File: src/rtl/cpu_pkg.sv
// Shared CPU definitions: condition-code encodings and flag bit positions
// for the {N,Z,C,V} flag register.
package cpu_pkg;

   localparam logic [3:0] COND_EQ = 4'b0000;
   localparam logic [3:0] COND_NE = 4'b0001;
   localparam logic [3:0] COND_HS = 4'b0010;
   localparam logic [3:0] COND_LO = 4'b0011;
   localparam logic [3:0] COND_MI = 4'b0100;
   localparam logic [3:0] COND_PL = 4'b0101;
   localparam logic [3:0] COND_VS = 4'b0110;
   localparam logic [3:0] COND_VC = 4'b0111;
   localparam logic [3:0] COND_HI = 4'b1000;
   localparam logic [3:0] COND_LS = 4'b1001;
   localparam logic [3:0] COND_GE = 4'b1010;
   localparam logic [3:0] COND_LT = 4'b1011;
   localparam logic [3:0] COND_GT = 4'b1100;
   localparam logic [3:0] COND_LE = 4'b1101;
   localparam logic [3:0] COND_AL = 4'b1110;
   localparam logic [3:0] COND_NV = 4'b1111;

   localparam int FLAG_N = 3;
   localparam int FLAG_Z = 2;
   localparam int FLAG_C = 1;
   localparam int FLAG_V = 0;

endpackage

File: src/rtl/cond_flag_unit_cond_check.sv
// Combinational condition evaluator: decides whether an instruction's
// condition field passes against the architectural flags.
module cond_check
   import cpu_pkg::*;
(
   input  logic [3:0] Cond,
   input  logic [3:0] Flags,
   output logic       CondEx,
   output logic       illegal
);

   logic flagN;
   logic flagZ;
   logic flagC;
   logic flagV;

   assign flagN = Flags[FLAG_N];
   assign flagZ = Flags[FLAG_Z];
   assign flagC = Flags[FLAG_C];
   assign flagV = Flags[FLAG_V];

   assign illegal = (Cond == COND_NV);

   // The reserved encoding never executes; it is reported through illegal.
   always_comb begin
      CondEx = 1'b0;
      case (Cond)
         COND_EQ: CondEx = flagZ;
         COND_NE: CondEx = ~flagZ;
         COND_HS: CondEx = flagC;
         COND_LO: CondEx = ~flagC;
         COND_MI: CondEx = flagN;
         COND_PL: CondEx = ~flagN;
         COND_VS: CondEx = flagV;
         COND_VC: CondEx = ~flagV;
         COND_HI: CondEx = flagC & ~flagZ;
         COND_LS: CondEx = ~flagC | flagZ;
         COND_GE: CondEx = (flagN == flagV);
         COND_LT: CondEx = (flagN != flagV);
         COND_GT: CondEx = ~flagZ & (flagN == flagV);
         COND_LE: CondEx = flagZ | (flagN != flagV);
         COND_AL: CondEx = 1'b1;
         default: CondEx = 1'b0;
      endcase
   end

endmodule

File: src/rtl/cond_flag_unit.sv
// Flag register and conditional-execution gate between the decoder/ALU and
// the register file / PC mux, with a saturating condition-fail counter.
module cond_flag_unit
   import cpu_pkg::*;
#(
   parameter int CNT_W    = 16,
   parameter bit REG_OUTS = 1'b0
) (
   input  logic             clk,
   input  logic             reset,
   input  logic             en,
   input  logic             flush,
   input  logic [3:0]       Cond,
   input  logic [3:0]       ALUFlags,
   input  logic [1:0]       FlagW,
   input  logic             PCS,
   input  logic             RegW,
   input  logic             MemW,
   input  logic             NoWrite,
   output logic             PCSrc,
   output logic             RegWrite,
   output logic             MemWrite,
   output logic             CondEx,
   output logic [3:0]       Flags,
   output logic             illegal_cond,
   output logic [CNT_W-1:0] fail_cnt
);

   logic validInstr;
   logic illegalNow;
   logic pcGate;
   logic regGate;
   logic memGate;

   cond_check uCondCheck (
      .Cond    (Cond),
      .Flags   (Flags),
      .CondEx  (CondEx),
      .illegal (illegalNow)
   );

   assign validInstr = en & ~flush;

   assign pcGate  = validInstr & CondEx & PCS;
   assign regGate = validInstr & CondEx & RegW & ~NoWrite;
   assign memGate = validInstr & CondEx & MemW;

   // N/Z and C/V halves load independently; the new values only become
   // visible to the following instruction.
   always_ff @(posedge clk) begin
      if (reset) begin
         Flags <= 4'b0000;
      end else if (validInstr && CondEx) begin
         if (FlagW[1]) begin
            Flags[FLAG_N] <= ALUFlags[FLAG_N];
            Flags[FLAG_Z] <= ALUFlags[FLAG_Z];
         end
         if (FlagW[0]) begin
            Flags[FLAG_C] <= ALUFlags[FLAG_C];
            Flags[FLAG_V] <= ALUFlags[FLAG_V];
         end
      end
   end

   always_ff @(posedge clk) begin
      if (reset) begin
         illegal_cond <= 1'b0;
      end else begin
         illegal_cond <= validInstr & illegalNow;
      end
   end

   // Counter sticks at all-ones so a long run of failures never looks small.
   always_ff @(posedge clk) begin
      if (reset) begin
         fail_cnt <= '0;
      end else if (validInstr && !CondEx && (fail_cnt != {CNT_W{1'b1}})) begin
         fail_cnt <= fail_cnt + CNT_W'(1);
      end
   end

   generate
      if (REG_OUTS) begin : gRegOuts
         logic pcReg;
         logic regReg;
         logic memReg;

         // Flush clears the captured enables even while the pipe is stalled.
         always_ff @(posedge clk) begin
            if (reset || flush) begin
               pcReg  <= 1'b0;
               regReg <= 1'b0;
               memReg <= 1'b0;
            end else if (en) begin
               pcReg  <= pcGate;
               regReg <= regGate;
               memReg <= memGate;
            end
         end

         assign PCSrc    = pcReg;
         assign RegWrite = regReg;
         assign MemWrite = memReg;
      end else begin : gCombOuts
         assign PCSrc    = pcGate;
         assign RegWrite = regGate;
         assign MemWrite = memGate;
      end
   endgenerate

endmodule
File: config.mk
export PLATFORM = sky130hd
export DESIGN_NAME = cond_flag_unit
export DESIGN_NICKNAME = d
export VERILOG_FILES = /design/src/rtl/cpu_pkg.sv /design/src/rtl/cond_flag_unit_cond_check.sv /design/src/rtl/cond_flag_unit.sv
export SDC_FILE = /design/constraint.sdc
export NUM_CORES = 1
export LEC_CHECK = 0
export ABC_AREA = 1
export CORE_MARGIN = 3
export CORE_UTILIZATION = 35
export CTS_BUF_LIST = sky130_fd_sc_hd__clkbuf_16
export DETAILED_ROUTE_END_ITERATION = 7
export GPL_TIMING_DRIVEN = 1
export HOLD_SLACK_MARGIN = 0.06
export PLACE_DENSITY = 0.71
export SYNTH_ARGS = -nofsm -noshare
export SYNTH_HDL_FRONTEND = slang
export SYNTH_SLANG_ARGS = --single-unit
File: constraint.sdc
create_clock -name clk -period 1.6 [get_ports clk]
set_input_delay 0.32 -clock clk [delete_from_list [all_inputs] [get_ports clk]]
set_output_delay 0.32 -clock clk [all_outputs]
set_load 0.1 [all_outputs]
# Yosys cells after proc, flatten, opt, wreduce, memory -nomap -nowiden
# Index checks and enable logic that the tools add are counted.
# op_classes
addsub,1
eq_ne,18
mux,1
bitwise_logic,17
reduce_logical,7
# ops
cell,n
4-bit equality test (second input constant),8
16-bit by 1-bit adder with 16-bit output (second input constant),1
4-bit by 3-bit equality test with 1-bit output (second input constant),4
16-bit inequality test (second input constant),1
1-bit one-hot mux with 15 select lines,1
1-bit AND,9
4-bit by 2-bit equality test with 1-bit output (second input constant),2
1-bit inverter,6
4-bit by 1-bit equality test with 1-bit output (second input constant),1
4-bit logical NOT,1
2-bit AND reduction,2
1-bit logical AND,3
1-bit bitwise OR,2
1-bit equality test,1
1-bit logical NOT,1
1-bit inequality test,1
# totals
register_bits,21
inputBits,18
output_inout_bits,25

# Logic depth before layout (Yosys ltp)
# depth
word_depth,6
ltp_mapped,13
mapped_depth_nobuf,12

# Modules after synthesis
# A second synthesis with hierarchy kept.
# hier_totals
hier_cells,238
hier_area_um2,1405.1
# by_module_without_submodules
mod,instances,cells_each,area_per_inst_um2,seq_area_each_um2
cond_flag_unit,1,185,1189.9,420.4
cond_check,1,53,215.2,0.0

# Worst setup path before layout
# Ideal clock, no wire load.
# synth_timing
path_kind,flip-flop to output port
startpoint,reg Flags[0]
endpoint,out RegWrite
t_arrival_ps,4296
t_required_ps,1280
setup_slack_ps,-3016
path_stages_with_launch,11
path_buffers,0
path_cell_list,dfxtp_1 inv_1 nand2_1 nand2_1 nand2_1 nand2_1 nand2_2 nand2_4 nand3_4 nand2_1 nor3b_1
# synth_via
elab_chain_len,6
elab_cells_between_ends,9
cone_classes,2 x eq/ne; 1 x mux; 6 x bitwise
# synth_lines
item,line_no,rtl
from (decl),cond_flag_unit.sv:24,"output logic [3:0] Flags,"
"from (signal, indexed assignment)",cond_flag_unit.sv:55,Flags[FLAG_N] <= ALUFlags[FLAG_N];
"from (signal, indexed assignment)",cond_flag_unit.sv:56,Flags[FLAG_Z] <= ALUFlags[FLAG_Z];
"from (signal, indexed assignment)",cond_flag_unit.sv:59,Flags[FLAG_C] <= ALUFlags[FLAG_C];
1-bit inequality test or 1-bit equality test (tied branches),-,
1-bit bitwise OR or 1-bit AND (tied branches),"cond_flag_unit_cond_check.sv:41, cond_flag_unit_cond_check.sv:40",
1-bit one-hot mux with 15 select lines *,cond_flag_unit_cond_check.sv:27,case (Cond)
net CondEx,cond_flag_unit.sv:23,"output logic CondEx,"
1-bit AND * (3 in a row),cond_flag_unit.sv:45,assign regGate = validInstr & CondEx & RegW & ~NoWrite;
to (decl),cond_flag_unit.sv:21,"output logic RegWrite,"
# The timed path passes the listed nets; every way through them passes the cells marked *.

# Worst setup path in the final report
# layout_timing
startpoint,reg Flags[3]
endpoint,out RegWrite
# layout_via
elab_chain_len,6
elab_cells_between_ends,9
cone_classes,2 x eq/ne; 1 x mux; 6 x bitwise
# layout_lines
item,line_no
1-bit inequality test or 1-bit equality test (tied branches),-
1-bit bitwise OR or 1-bit AND (tied branches),"cond_flag_unit_cond_check.sv:41, cond_flag_unit_cond_check.sv:40"
1-bit one-hot mux with 15 select lines *,cond_flag_unit_cond_check.sv:27
1-bit AND * (3 in a row),cond_flag_unit.sv:45
# Mark *: on every way between the ends. The rest lies on a longest branch, timed or not.

==> impl_metrics.env <==
export IMPL_async_reset_ff_share_pct=0
export IMPL_nNetsFinal=366
export IMPL_design_portCount=43
export IMPL_cts_tree="done"
export IMPL_grt_max_degree=14
export IMPL_antenna_left=0
export IMPL_yosysWarningCount=0
export IMPL_die_width_um=73.3
export IMPL_leakagePower_nw=1.37
export IMPL_final_hold_viol_count=0
export IMPL_clock_skew_ns=0.00222
export IMPL_clock_sinks=21
export IMPL_fin_util_pct=71.7
export IMPL_first_pass_iters=4
export IMPL_place_ws_ns=-0.733
export IMPL_seq_power_share_pct=30.9
export IMPL_whs_ns=0.507
export IMPL_path_class="reg2out"
export IMPL_die_area_um2=5370
export IMPL_maxSlewViolCount=0
export IMPL_cp_data_required_time_ns=1.28
export IMPL_rsz0062_at_grt="yes"
export IMPL_setup_viol_count_final=21
export IMPL_cts_buffers=3
export IMPL_cts_hold_buf=0
export IMPL_core_rowCount=23
export IMPL_multiInputGateArea_um2=1190
export IMPL_fmax_mhz=499
export IMPL_htreeDepth=1
export IMPL_p_comb_share_pct=38.3
export IMPL_area_growth_pct=88.7
export IMPL_worst_path_max_fanout=3
export IMPL_synthTopCellsByArea="dfxtp_1 27%, nand2_1 20%, nor2_1 12%"
export IMPL_ys_ff_latch=21
export IMPL_start_util_pct=38.0
export IMPL_fin_ws_ns=-0.405
export IMPL_fin_area_um2=2990
export IMPL_place_area_um2=2640
export IMPL_cts_buffer_depth=2
export IMPL_antenna_found_initial=0
export IMPL_start_kind="register"
export IMPL_layout_drive_gt1_share_pct=46.2
export IMPL_gp_congestion=0.851
export IMPL_synth_most_common_cell="nand2_1"
export IMPL_core_um2=4170
export IMPL_end_kind="primary output"
export IMPL_synthesis_area_um2=1590
export IMPL_cts_clk_slew_worst_paths_ns=0.06
export IMPL_power_per_cell_area_nw_per_um2=591
export IMPL_ys_flop_type="dfxtp_1"
export IMPL_p_clk_share_pct=30.8
export IMPL_place_hpwl_um=3640
export IMPL_antenna_cells=0
export IMPL_yosysUniqueCellTypes=29
export IMPL_design_power_total_mw=1.77
export IMPL_viasPerCell=5.02
export IMPL_finalNonFillerCells=396
export IMPL_fin_tns_setup_ns=-5.05
export IMPL_slew_headroom_pct=78.1
export IMPL_port_buffer_count=42
export IMPL_cts_root_buffer="clkbuf_16"
export IMPL_fp_dieH_um=73.3
export IMPL_period_share_pct=125
export IMPL_drt_wl_total_um=5340
export IMPL_max_stage_delay_ns=0.38
export IMPL_crit_arrival_ns=1.69
export IMPL_grt_total_usage_pct=19.6
export IMPL_synthesis_nets=289
export IMPL_synth_common_cells="84 x nand2_1, 50 x nor2_1, 44 x inv_1"
export IMPL_synth_top_area_cell="dfxtp_1"
export IMPL_cpMaxStageDelayCell="dfxtp_4"
export IMPL_grt_pass1_vias=1880
export IMPL_min_path_type="in2reg"
export IMPL_drc=0
export IMPL_power_switching_uw=623
export IMPL_max_cap_violations=0
export IMPL_drt_initial_drc_count=197
export IMPL_internal_power_mw=1.14
export IMPL_cp_cell_sequence="inv_4, nand2_4, nand2_4, nand2_4, nand2_2, nand2_2, nand2_4, nand3_4, nand2_4, nor3b_4, buf_12"
export IMPL_wl_per_cell_um=13.5
export IMPL_vdd_drop_max_mv=0.742
export IMPL_period_needed_ns=2.01
export IMPL_crit_path_frequent_cell="nand2_4"
export IMPL_avgSynthCellArea_um2=5.87
export IMPL_clock_latency_ns=0.25
export IMPL_fillCellCount=298
export IMPL_syn_inst=270
export IMPL_failed_checks="setup timing"
export IMPL_status="complete, but fails checks"
export IMPL_synth_top_area_share_pct=26.5
export IMPL_ff_latch_area_um2=485
export IMPL_dp_cells=384
export IMPL_grt_pass1_wl_um=8470
export IMPL_synth_edf_count=0
export IMPL_route_vias_total=1989
export IMPL_grt_ovfl_total=0
export IMPL_yosysSeqAreaShare_pct=26.5
export IMPL_switching_share_pct=35.2
export IMPL_tightestPinTransition_ns=0.327
[placed cells by master (no fill, tap or decap), types with 8 or more instances in the layout]
cell,instances
buf_12,26
buf_4,27
clkdlybuf4s50_1,13
dfxtp_4,16
inv_1,38
nand2_1,62
nand2_2,19
nand3_1,8
nand3_2,18
nand4_1,12
nor2_1,42
[power groups by stage]
stage / clock [mW] / sequential [mW] / combinational (mW)
global route: 0.583 / 0.549 / 0.713
global placement: 0 / 0.556 / 0.559
finish: 0.543 / 0.546 / 0.677
detailed placement: 0 / 0.555 / 0.564
floorplan: 0 / 0.646 / 0.226
CTS: 0.557 / 0.544 / 0.619
[cells by family after synthesis]
| kind of cell | synth area share, % |
|---|---|
| AND/OR/NAND/NOR | 56.5 |
| adder cells (fa/ha/maj) | 0.789 |
| buffers and inverters | 13.4 |
| XOR/XNOR | 1.11 |
| AO/OA/AOI/OAI | 1.66 |
| flip-flops | 26.5 |
[critical path: cells and delay by family (launching register included)]
kind	cells	cell delay, ns
buffers and inverters	2	0.25
flip-flops	1	0.38
AND/OR/NAND/NOR	9	0.78
[routing by layer]
| layer | global-route usage [%] | up-vias | wire, um |
|---|---|---|---|
| met5 | 0 | - | 0 |
| met4 | 4.23 | 0 | 74 |
| met3 | 3.69 | 11 | 320 |
| met2 | 32.8 | 66 | 2770 |
| met1 | 26.3 | 919 | 2180 |
| li1 | - | 993 | - |
[path summary, 6_finish.rpt]
check / start / endpoint / slack [ns] / cells after the start
max: Flags[3]$_SDFFE_PP0P_ / RegWrite / -0.41 / 11
min: Cond[2] / illegal_cond$_SDFF_PP0_ / 0.51 / 4
max reg2reg: Flags[3]$_SDFFE_PP0P_ / fail_cnt[4]$_SDFFE_PP0P_ / -0.29 / 15
min reg2reg: fail_cnt[15]$_SDFFE_PP0P_ / fail_cnt[15]$_SDFFE_PP0P_ / 0.56 / 3
[sequential cells by signal (all words and copies together), names as in the netlist]
register / count
illegal_cond: 1
fail_cnt: 16
Flags: 4
[layout make-up]
cell class / count / area share [%]
clock buffer: 3 / 2.51
clock inverter: 1 / 0.251
inverter: 47 / 6.06
multi-input combinational: 196 / 39.8
sequential: 21 / 16.2
tap: 50 / 2.09
timing repair buffer: 78 / 33.1
[repair_timing]
item | CTS | global route
setup endpoints to repair | 24 | 24
setup buffers | 3 | 6
gates cloned | 0 | 1
pin swaps | 11 | 18
gates resized for setup | 33 | 37
Note: power is estimated with default switching activity, not from simulation.
